[src/rtl/operand_fetch_stage.sv]
// Operand fetch: drives register file reads, forwards EX/MEM/WB results,
// inserts load-use bubbles and holds resolved operands in a valid/ready slot.
module operand_fetch_stage #(
    parameter int XLEN        = 32,
    parameter int STALL_CNT_W = 16
) (
    input  logic                   clk,
    input  logic                   clrn,

    input  logic                   in_valid,
    output logic                   in_ready,
    input  logic [4:0]             in_rs1,
    input  logic [4:0]             in_rs2,
    input  logic                   in_use_rs1,
    input  logic                   in_use_rs2,
    input  logic [4:0]             in_rd,
    input  logic                   in_reg_write,
    input  logic                   in_mem_read,
    input  logic [XLEN-1:0]        in_pc,
    input  logic [XLEN-1:0]        in_imm,

    output logic [4:0]             rf_rs1,
    output logic [4:0]             rf_rs2,
    input  logic [XLEN-1:0]        rf_data_a,
    input  logic [XLEN-1:0]        rf_data_b,

    input  logic [4:0]             ex_rd,
    input  logic                   ex_reg_write,
    input  logic                   ex_mem_read,
    input  logic [XLEN-1:0]        ex_result,

    input  logic [4:0]             mem_rd,
    input  logic                   mem_reg_write,
    input  logic [XLEN-1:0]        mem_result,

    input  logic [4:0]             wb_rd,
    input  logic                   wb_reg_write,
    input  logic [XLEN-1:0]        wb_data,

    input  logic                   flush,

    output logic                   out_valid,
    input  logic                   out_ready,
    output logic [XLEN-1:0]        out_op_a,
    output logic [XLEN-1:0]        out_op_b,
    output logic [4:0]             out_rd,
    output logic                   out_reg_write,
    output logic                   out_mem_read,
    output logic [XLEN-1:0]        out_pc,
    output logic [XLEN-1:0]        out_imm,

    output logic [STALL_CNT_W-1:0] stall_count
);

    logic            ex_fwd_ok;
    logic            ex_load;
    logic            lu_rs1;
    logic            lu_rs2;
    logic            load_use;
    logic            accept;
    logic [XLEN-1:0] op_a;
    logic [XLEN-1:0] op_b;

    assign rf_rs1 = in_rs1;
    assign rf_rs2 = in_rs2;

    // A load in EX has no data yet, so it never forwards from EX.
    assign ex_fwd_ok = ex_reg_write && !ex_mem_read;
    assign ex_load   = ex_mem_read && ex_reg_write && (ex_rd != 5'd0);

    assign lu_rs1   = in_use_rs1 && (ex_rd == in_rs1);
    assign lu_rs2   = in_use_rs2 && (ex_rd == in_rs2);
    assign load_use = ex_load && in_valid && (lu_rs1 || lu_rs2);

    assign in_ready = !flush && !load_use && (!out_valid || out_ready);
    assign accept   = in_valid && in_ready;

    always_comb begin
        op_a = rf_data_a;
        if (in_rs1 == 5'd0) begin
            op_a = '0;
        end else if (ex_fwd_ok && (ex_rd == in_rs1)) begin
            op_a = ex_result;
        end else if (mem_reg_write && (mem_rd == in_rs1)) begin
            op_a = mem_result;
        end else if (wb_reg_write && (wb_rd == in_rs1)) begin
            op_a = wb_data;
        end
    end

    always_comb begin
        op_b = rf_data_b;
        if (in_rs2 == 5'd0) begin
            op_b = '0;
        end else if (ex_fwd_ok && (ex_rd == in_rs2)) begin
            op_b = ex_result;
        end else if (mem_reg_write && (mem_rd == in_rs2)) begin
            op_b = mem_result;
        end else if (wb_reg_write && (wb_rd == in_rs2)) begin
            op_b = wb_data;
        end
    end

    always_ff @(posedge clk or negedge clrn) begin
        if (!clrn) begin
            out_valid     <= 1'b0;
            out_op_a      <= '0;
            out_op_b      <= '0;
            out_rd        <= '0;
            out_reg_write <= 1'b0;
            out_mem_read  <= 1'b0;
            out_pc        <= '0;
            out_imm       <= '0;
        end else if (flush) begin
            out_valid <= 1'b0;
        end else if (accept) begin
            out_valid     <= 1'b1;
            out_op_a      <= op_a;
            out_op_b      <= op_b;
            out_rd        <= in_rd;
            out_reg_write <= in_reg_write;
            out_mem_read  <= in_mem_read;
            out_pc        <= in_pc;
            out_imm       <= in_imm;
        end else if (out_ready) begin
            out_valid <= 1'b0;
        end
    end

    always_ff @(posedge clk or negedge clrn) begin
        if (!clrn) begin
            stall_count <= '0;
        end else if (load_use && !flush && !(&stall_count)) begin
            stall_count <= stall_count + 1'b1;
        end
    end

endmodule

[config.mk]
export PLATFORM = sky130hd
export DESIGN_NAME = operand_fetch_stage
export DESIGN_NICKNAME = d
export VERILOG_FILES = /design/src/rtl/operand_fetch_stage.sv
export SDC_FILE = /design/constraint.sdc
export NUM_CORES = 1
export LEC_CHECK = 0
export ABC_AREA = 1
export BUFFER_PORTS_ARGS = -buffer_cell sky130_fd_sc_hd__buf_2
export CORE_AREA = 2 2 168 170
export DETAILED_ROUTE_END_ITERATION = 16
export DIE_AREA = 0 0 170 172
export GPL_ROUTABILITY_DRIVEN = 0
export SLEW_MARGIN = 40
export SYNTH_ARGS = -nofsm -noshare
export SYNTH_HDL_FRONTEND = slang
export SYNTH_SLANG_ARGS = --single-unit
[constraint.sdc]
create_clock -name clk -period 4.75 [get_ports clk]
set_input_delay 0.475 -clock clk [delete_from_list [all_inputs] [get_ports clk]]
set_output_delay 0.475 -clock clk [all_outputs]
set_load 0.05 [all_outputs]
# After elaboration in Yosys (flattened, before gate mapping)

Index checks and enable logic that the tools add are counted.

Input port bits: 267
Logic and storage cells: 59
Register bits after elaboration: 152
Output and inout bits: 163

Muxes and demuxes: 11
Equality and inequality tests: 6
Reduce and logical (&&, ||, !) cells: 31
Bitwise logic cells: 1
Add/sub/neg operators: 1

Operator list:

| cell                                           | number |
|---|---|
| 2-to-1 mux 32 bit                              | 8 |
| == test 5 bit                                  | 6 |
| logical AND 1 bit                              | 18 |
| adder 16 x 1 -> 16 bit (second input constant) | 1 |
| AND reduction 16 bit                           | 1 |
| zero test 5 bit                                | 2 |
| zero test 1 bit                                | 5 |
| nonzero test 5 bit                             | 1 |
| 2-to-1 mux 1 bit                               | 3 |
| nonzero test 3 bit                             | 1 |
| logical OR 1 bit                               | 2 |
| AND reduction 2 bit                            | 1 |
| NOT 1 bit                                      | 1 |

# Logic depth before layout (Yosys ltp)

Depth in word-level cells: 10
Mapped depth: 13
Gate-level depth less buffers: 11

# Worst setup path before layout

No wires, ideal clock.

Path kind: register -> register
Start point: reg stall_count[0]
End point: reg stall_count[2]
Arrival: 1.989 ns
Buffers on the path: 1
Slack: 2.634 ns
Clock period less this slack: 2.116 ns
Setup time: 0.127 ns
Required time: 4.623 ns
Stages on the path, launching flop included: 12
Path through: dfrtp_1 > ha_1 > nand2_1 > nor2_1 > nand2_1 > nor2_1 > nand3_1 > o21ai_0 > nor2_2 > buf_4 > nand3_1 > o21ai_0

Cells in the longest elaborated chain, start to end: 3
Elaborated cells on any way between the ends: 4
Classes of those cells: add/sub: 1; reduce/logical: 3

Ends and longest elaborated chain:

| element                                                                        | RTL line | RTL |
|---|---|---|
| start, declared                                                                | 52       | `output logic [STALL_CNT_W-1:0] stall_count` |
| start signal, assigned                                                         | 134      | `stall_count <= stall_count + 1'b1;` |
| parallel branches: the longest is 3 deep, another holds adder 16 x 1 -> 16 bit | --       |  |

Several ways; the timed one is not identified.
A chain may end at the register's enable or synchronous reset.

# Worst setup path after layout

Start point: in ex_rd[2]
End point: reg out_op_a[14]

Cells in the longest elaborated chain, start to end: 9
Elaborated cells on any way between the ends: 17
Classes of those cells: eq/ne: 2; mux: 2; reduce/logical: 13

Ends and longest elaborated chain:

| element                                                      | RTL line   | RTL |
|---|---|---|
| start, declared                                              | 27         | `input logic [4:0] ex_rd,` |
| == test 5 bit (tied with other cells)                        | 71, 82     |  |
| logical AND 1 bit, on equally long branches                  | 71, 69, 72 |  |
| logical OR 1 bit / logical AND 1 bit (equally long branches) | 73         | `assign load_use = ex_load && in_valid && (lu_rs1 \|\| lu_rs2);` |
| logical AND 1 bit                                            | 73         |  |
| zero test 1 bit                                              | 75         | `assign in_ready = !flush && !load_use && (!out_valid \|\| out_ready);` |
| logical AND 1 bit (2 in a row)                               | 75         |  |
| logical AND 1 bit                                            | 76         | `assign accept = in_valid && in_ready;` |
| AND reduction 2 bit (no line)                                | --         |  |
| end signal, assigned                                         | 118        | `out_op_a <= op_a;` |
| end, declared                                                | 44         | `output logic [XLEN-1:0] out_op_a,` |

Several ways; a longest one is shown, not always the timed one.

==> results summary <==
The largest net degree at the start of global routing came out at 96. After technology mapping, the gate count stands at 1387. The flip-flop and latch count after synthesis came out at 152. The post-detailed-placement cell area is 11650 sq um. The launch point of the worst reg-to-reg path is out_valid.

The clock tree buffer depth came out at 2. The class of the most critical setup path is in -> reg. The per-instance average area after synthesis is 6.714 sq um. The number of buffers inserted during clock tree synthesis came out at 17. The measured slew at the worst slew-check pin came out at 0.8282 ns. The tightest slew margin relative to the limit came out at 0.4472. The count of buffer and inverter cells on the critical path is 3.

The fraction of the cycle the final worst path needs came out at 0.5263. The root buffer cell is sky130_fd_sc_hd__clkbuf_16. The die extent in y is 172 um.

The number of cell rows is 61. The total routed wirelength is 39920 um. Setup repair after global routing left no endpoint under its margin. The library cell used most frequently in the layout, excluding fill and tap cells, is sky130_fd_sc_hd__nand2_1. The total via count after detailed routing is 10900. The die covers 29240 sq um. The count of cells along the worst register-to-register path came out at 6. The final standard cell area without fillers came out at 12310 sq um.

In the layout the commonest cells are 618 x sky130_fd_sc_hd__nand2_1, 428 x sky130_fd_sc_hd__buf_2, 276 x sky130_fd_sc_hd__nand3_1. STA puts the critical path data required time at 5.10 ns. Between clock sinks in the finished design, the worst skew comes to 0.008476 ns. The net count after synthesis came out at 1655. The layout overhead on the synthesized area is 32.19%. TritonCTS built the clock tree. The placeable core region came out at 27480 sq um.

The average wire length per cell after detail routing is 18.81 um. The number of setup violations in the final report came out at 0. The first global-routing pass estimated 59150 um of wire.

Following the worst setup path forward leads to its endpoint at out_op_a[14]. The via count of the first global-routing pass was 10350. The aggregate negative setup slack came out at 0 ns. The biggest cell delay along the critical path is 0.61 ns. The quantity of I/O buffers inserted on ports is 429. The kind of end point of the critical path is a register. The worst-case IR drop observed on VDD is 0.2268 mV. The pre-antenna-repair detailed-routing pass consisted of 5 iterations.

In the global route stage, overall resource usage came out at 0.2648. The number of H-tree branching levels came out at 4. The run finished with clean final reports.

The synthesized netlist occupies a cell area of 9313 sq um. The die extent in x came out at 170 um. The upper clock frequency limit came out at 400.0 MHz.

The clock period minus worst slack is 2.500 ns. In the routed design, unresolved DRC markers number 0. The flop-to-flop setup slack is 2.37 ns.

Dividing total power by cell area gives a power density of 380.1 nW/um^2. The cell class contributing the biggest share of worst-path delay is simple AND/OR/NAND/NOR gates. The hold violation count in the final report came out at 0. The number of cells on the critical path is 11. Gates resized during post-CTS repair numbered 0. The remaining global-route overflow is 0.

The critical path goes through buf_2 > nor3_1 > nand3_1 > nand4_1 > inv_1 > nand2_2 > nand3_4 > nor2_4 > buf_8 > nand2_1 > nand2_1. The most used flip-flop cell after synthesis is sky130_fd_sc_hd__dfrtp_1. The final max-slew violation count is 0. The proportion of layout cells with a drive suffix above 1 came out at 0.2898. The remaining number of nets flagged by the antenna check after routing is 0. The highest fanout seen on the critical path came out at 44.

The most numerous cell type found on the critical path is sky130_fd_sc_hd__nand2_1. The number of antenna violations at the first check in global routing is 9. The CTS sink count came out at 152. The leakage dissipation came out at 7.059 nW. The most critical setup path has its startpoint at ex_rd[2]. The routed via count divided by cell count is 5.138.

For this run, the register share of the synthesized area comes to 0.4084. The initial cell density of the core came out at 0.3389. The endpoint identified for the worst register-to-register timing path is out_op_a[14]. The clock latency on the worst-skew pair came out at 0.42 ns. The data arrival at the endpoint of the critical path is 2.85 ns. The distinct cell type count of the synthesized netlist came out at 32. The I/O pin total came out at 430.

STA classifies the critical path startpoint as an input port. The Yosys step of the flow raised 0 warnings. In this run, the number of DRC markers left after iteration 0 of detailed routing was 898. The slowest cell on the critical path is sky130_fd_sc_hd__nor2_4.

The fraction of synthesis flops using an asynchronous set or reset pin is 1.000. The number of flops mapped to enable cells by yosys is 0. The net count reported at finish is 2025. The worst min-delay path startpoint is in_imm[8]. Max-cap violations in this run came to 0. The placed wire-length estimate came out at 28910 um. In this run the worst hold path is classified as in -> reg. The clock transition at the registers of the reported paths came out at 0.07 ns.
worst min-delay path, cell delays in order:
cell and delay (ns):
sky130_fd_sc_hd__buf_2 0.07, sky130_fd_sc_hd__nand3_1 0.06, sky130_fd_sc_hd__nand2_1 0.05
flip-flops by register name (all words and copies together) (netlist names):
| register | cells |
|---|---|
| out_imm | 32 |
| out_pc | 32 |
| stall_count | 16 |
| out_reg_write | 1 |
| out_op_a | 32 |
| out_op_b | 32 |
| out_mem_read | 1 |
| out_valid | 1 |
| out_rd | 5 |
synth_stat cells (2+ instances only):
library cell               count  area (sq um)
sky130_fd_sc_hd__inv_1        73         274.0
sky130_fd_sc_hd__nand4_1      61         381.6
sky130_fd_sc_hd__buf_2        32         160.2
sky130_fd_sc_hd__clkbuf_1     40         150.1
sky130_fd_sc_hd__nor3_2        2         20.02
sky130_fd_sc_hd__o21ai_0       8         40.04
sky130_fd_sc_hd__nand3_1     279          1396
sky130_fd_sc_hd__xnor2_1       7         61.31
sky130_fd_sc_hd__o22ai_1       4         25.02
sky130_fd_sc_hd__nor2_1       35         131.4
sky130_fd_sc_hd__buf_6        10         112.6
sky130_fd_sc_hd__nand2_1     618          2320
sky130_fd_sc_hd__o21ai_1       2         10.01
sky130_fd_sc_hd__nor4_1        2         12.51
sky130_fd_sc_hd__inv_2         6         22.52
sky130_fd_sc_hd__buf_4        15         112.6
sky130_fd_sc_hd__dfrtp_1     152          3804
sky130_fd_sc_hd__nand2_2       2         12.51
sky130_fd_sc_hd__a21oi_2       2         17.52
sky130_fd_sc_hd__buf_1         4         15.01
sky130_fd_sc_hd__a21oi_1       4         20.02
sky130_fd_sc_hd__nor2_2        6         37.54
sky130_fd_sc_hd__xor2_1        6         52.55
sky130_fd_sc_hd__nor3_1        9         45.04
power by group:
group / internal, mW / leakage [nW] / total, mW / switching (mW)
logic: 0.396 / 4.89 / 1.69 / 1.30
registers: 1.49 / 1.89 / 1.61 / 0.124
clock network: 0.748 / 0.278 / 1.37 / 0.623
total: 2.63 / 7.06 / 4.68 / 2.05
layout make-up:
cell class | instances | area (sq um)
antenna | 6 | 15.01
clock buffer | 18 | 429.2
clock inverter | 14 | 157.7
fill | 2913 | 15170
inverter | 79 | 297.8
multi-input combinational | 1055 | 4775
sequential | 152 | 3804
tap | 346 | 432.9
timing repair buffer | 452 | 2400
worst min-delay path by stage:
stage,endpoint,slack [ns],cells past startpoint
3_3_place_gp,out_imm[4],0.46,2
4_1_cts,out_op_b[4],0.10,1
5_1_grt,out_reg_write,0.26,3
6_report,out_imm[8],0.28,3
2_1_floorplan,out_imm[0],0.18,0
3_5_place_dp,out_imm[31],0.46,2
layer usage:
layer,up-vias,track usage,part of all wire
met5,-,0,0.0014
met4,8,0.09736,0.026
met3,83,0.06935,0.091
met2,589,0.4493,0.48
met1,5006,0.3250,0.40
li1,5217,-,-
per-stage QoR:
stage | cells | setup slack [ns] | utilization | power [mW] | hold slack [ns]
final | 2122 | 2.250 | 0.4480 | 4.679 | 0.2758
after global routing | 2120 | 2.064 | 0.4479 | 4.904 | 0.2606
after CTS | 2113 | 2.107 | 0.4455 | 4.712 | 0.1011
after detailed placement | 2081 | 1.662 | 0.4242 | 3.325 | 0.4597
after global placement | 2079 | 1.690 | 0.4218 | 3.309 | 0.4577
after floorplan | 1387 | 2.634 | - | 2.750 | 0.1794
logic make-up after synthesis:
family                     Yosys count  synth area share
and+or+nand+nor                   1020            0.4741
buffers and inverters              180           0.09096
DFF                                152            0.4084
AOI/OAI and AO/OA                   21           0.01290
xor gates and xnor gates            13           0.01223
adders and majority gates            1          0.001343
timing repair:
| item | 4_1_cts | 5_1_grt |
|---|---|---|
| hold buffers | 0 | 1 |
| endpoints found under the hold margin | 0 | 22 |
| setup buffers | 0 | 0 |
No activity file was read; power rests on OpenSTA's default activity.
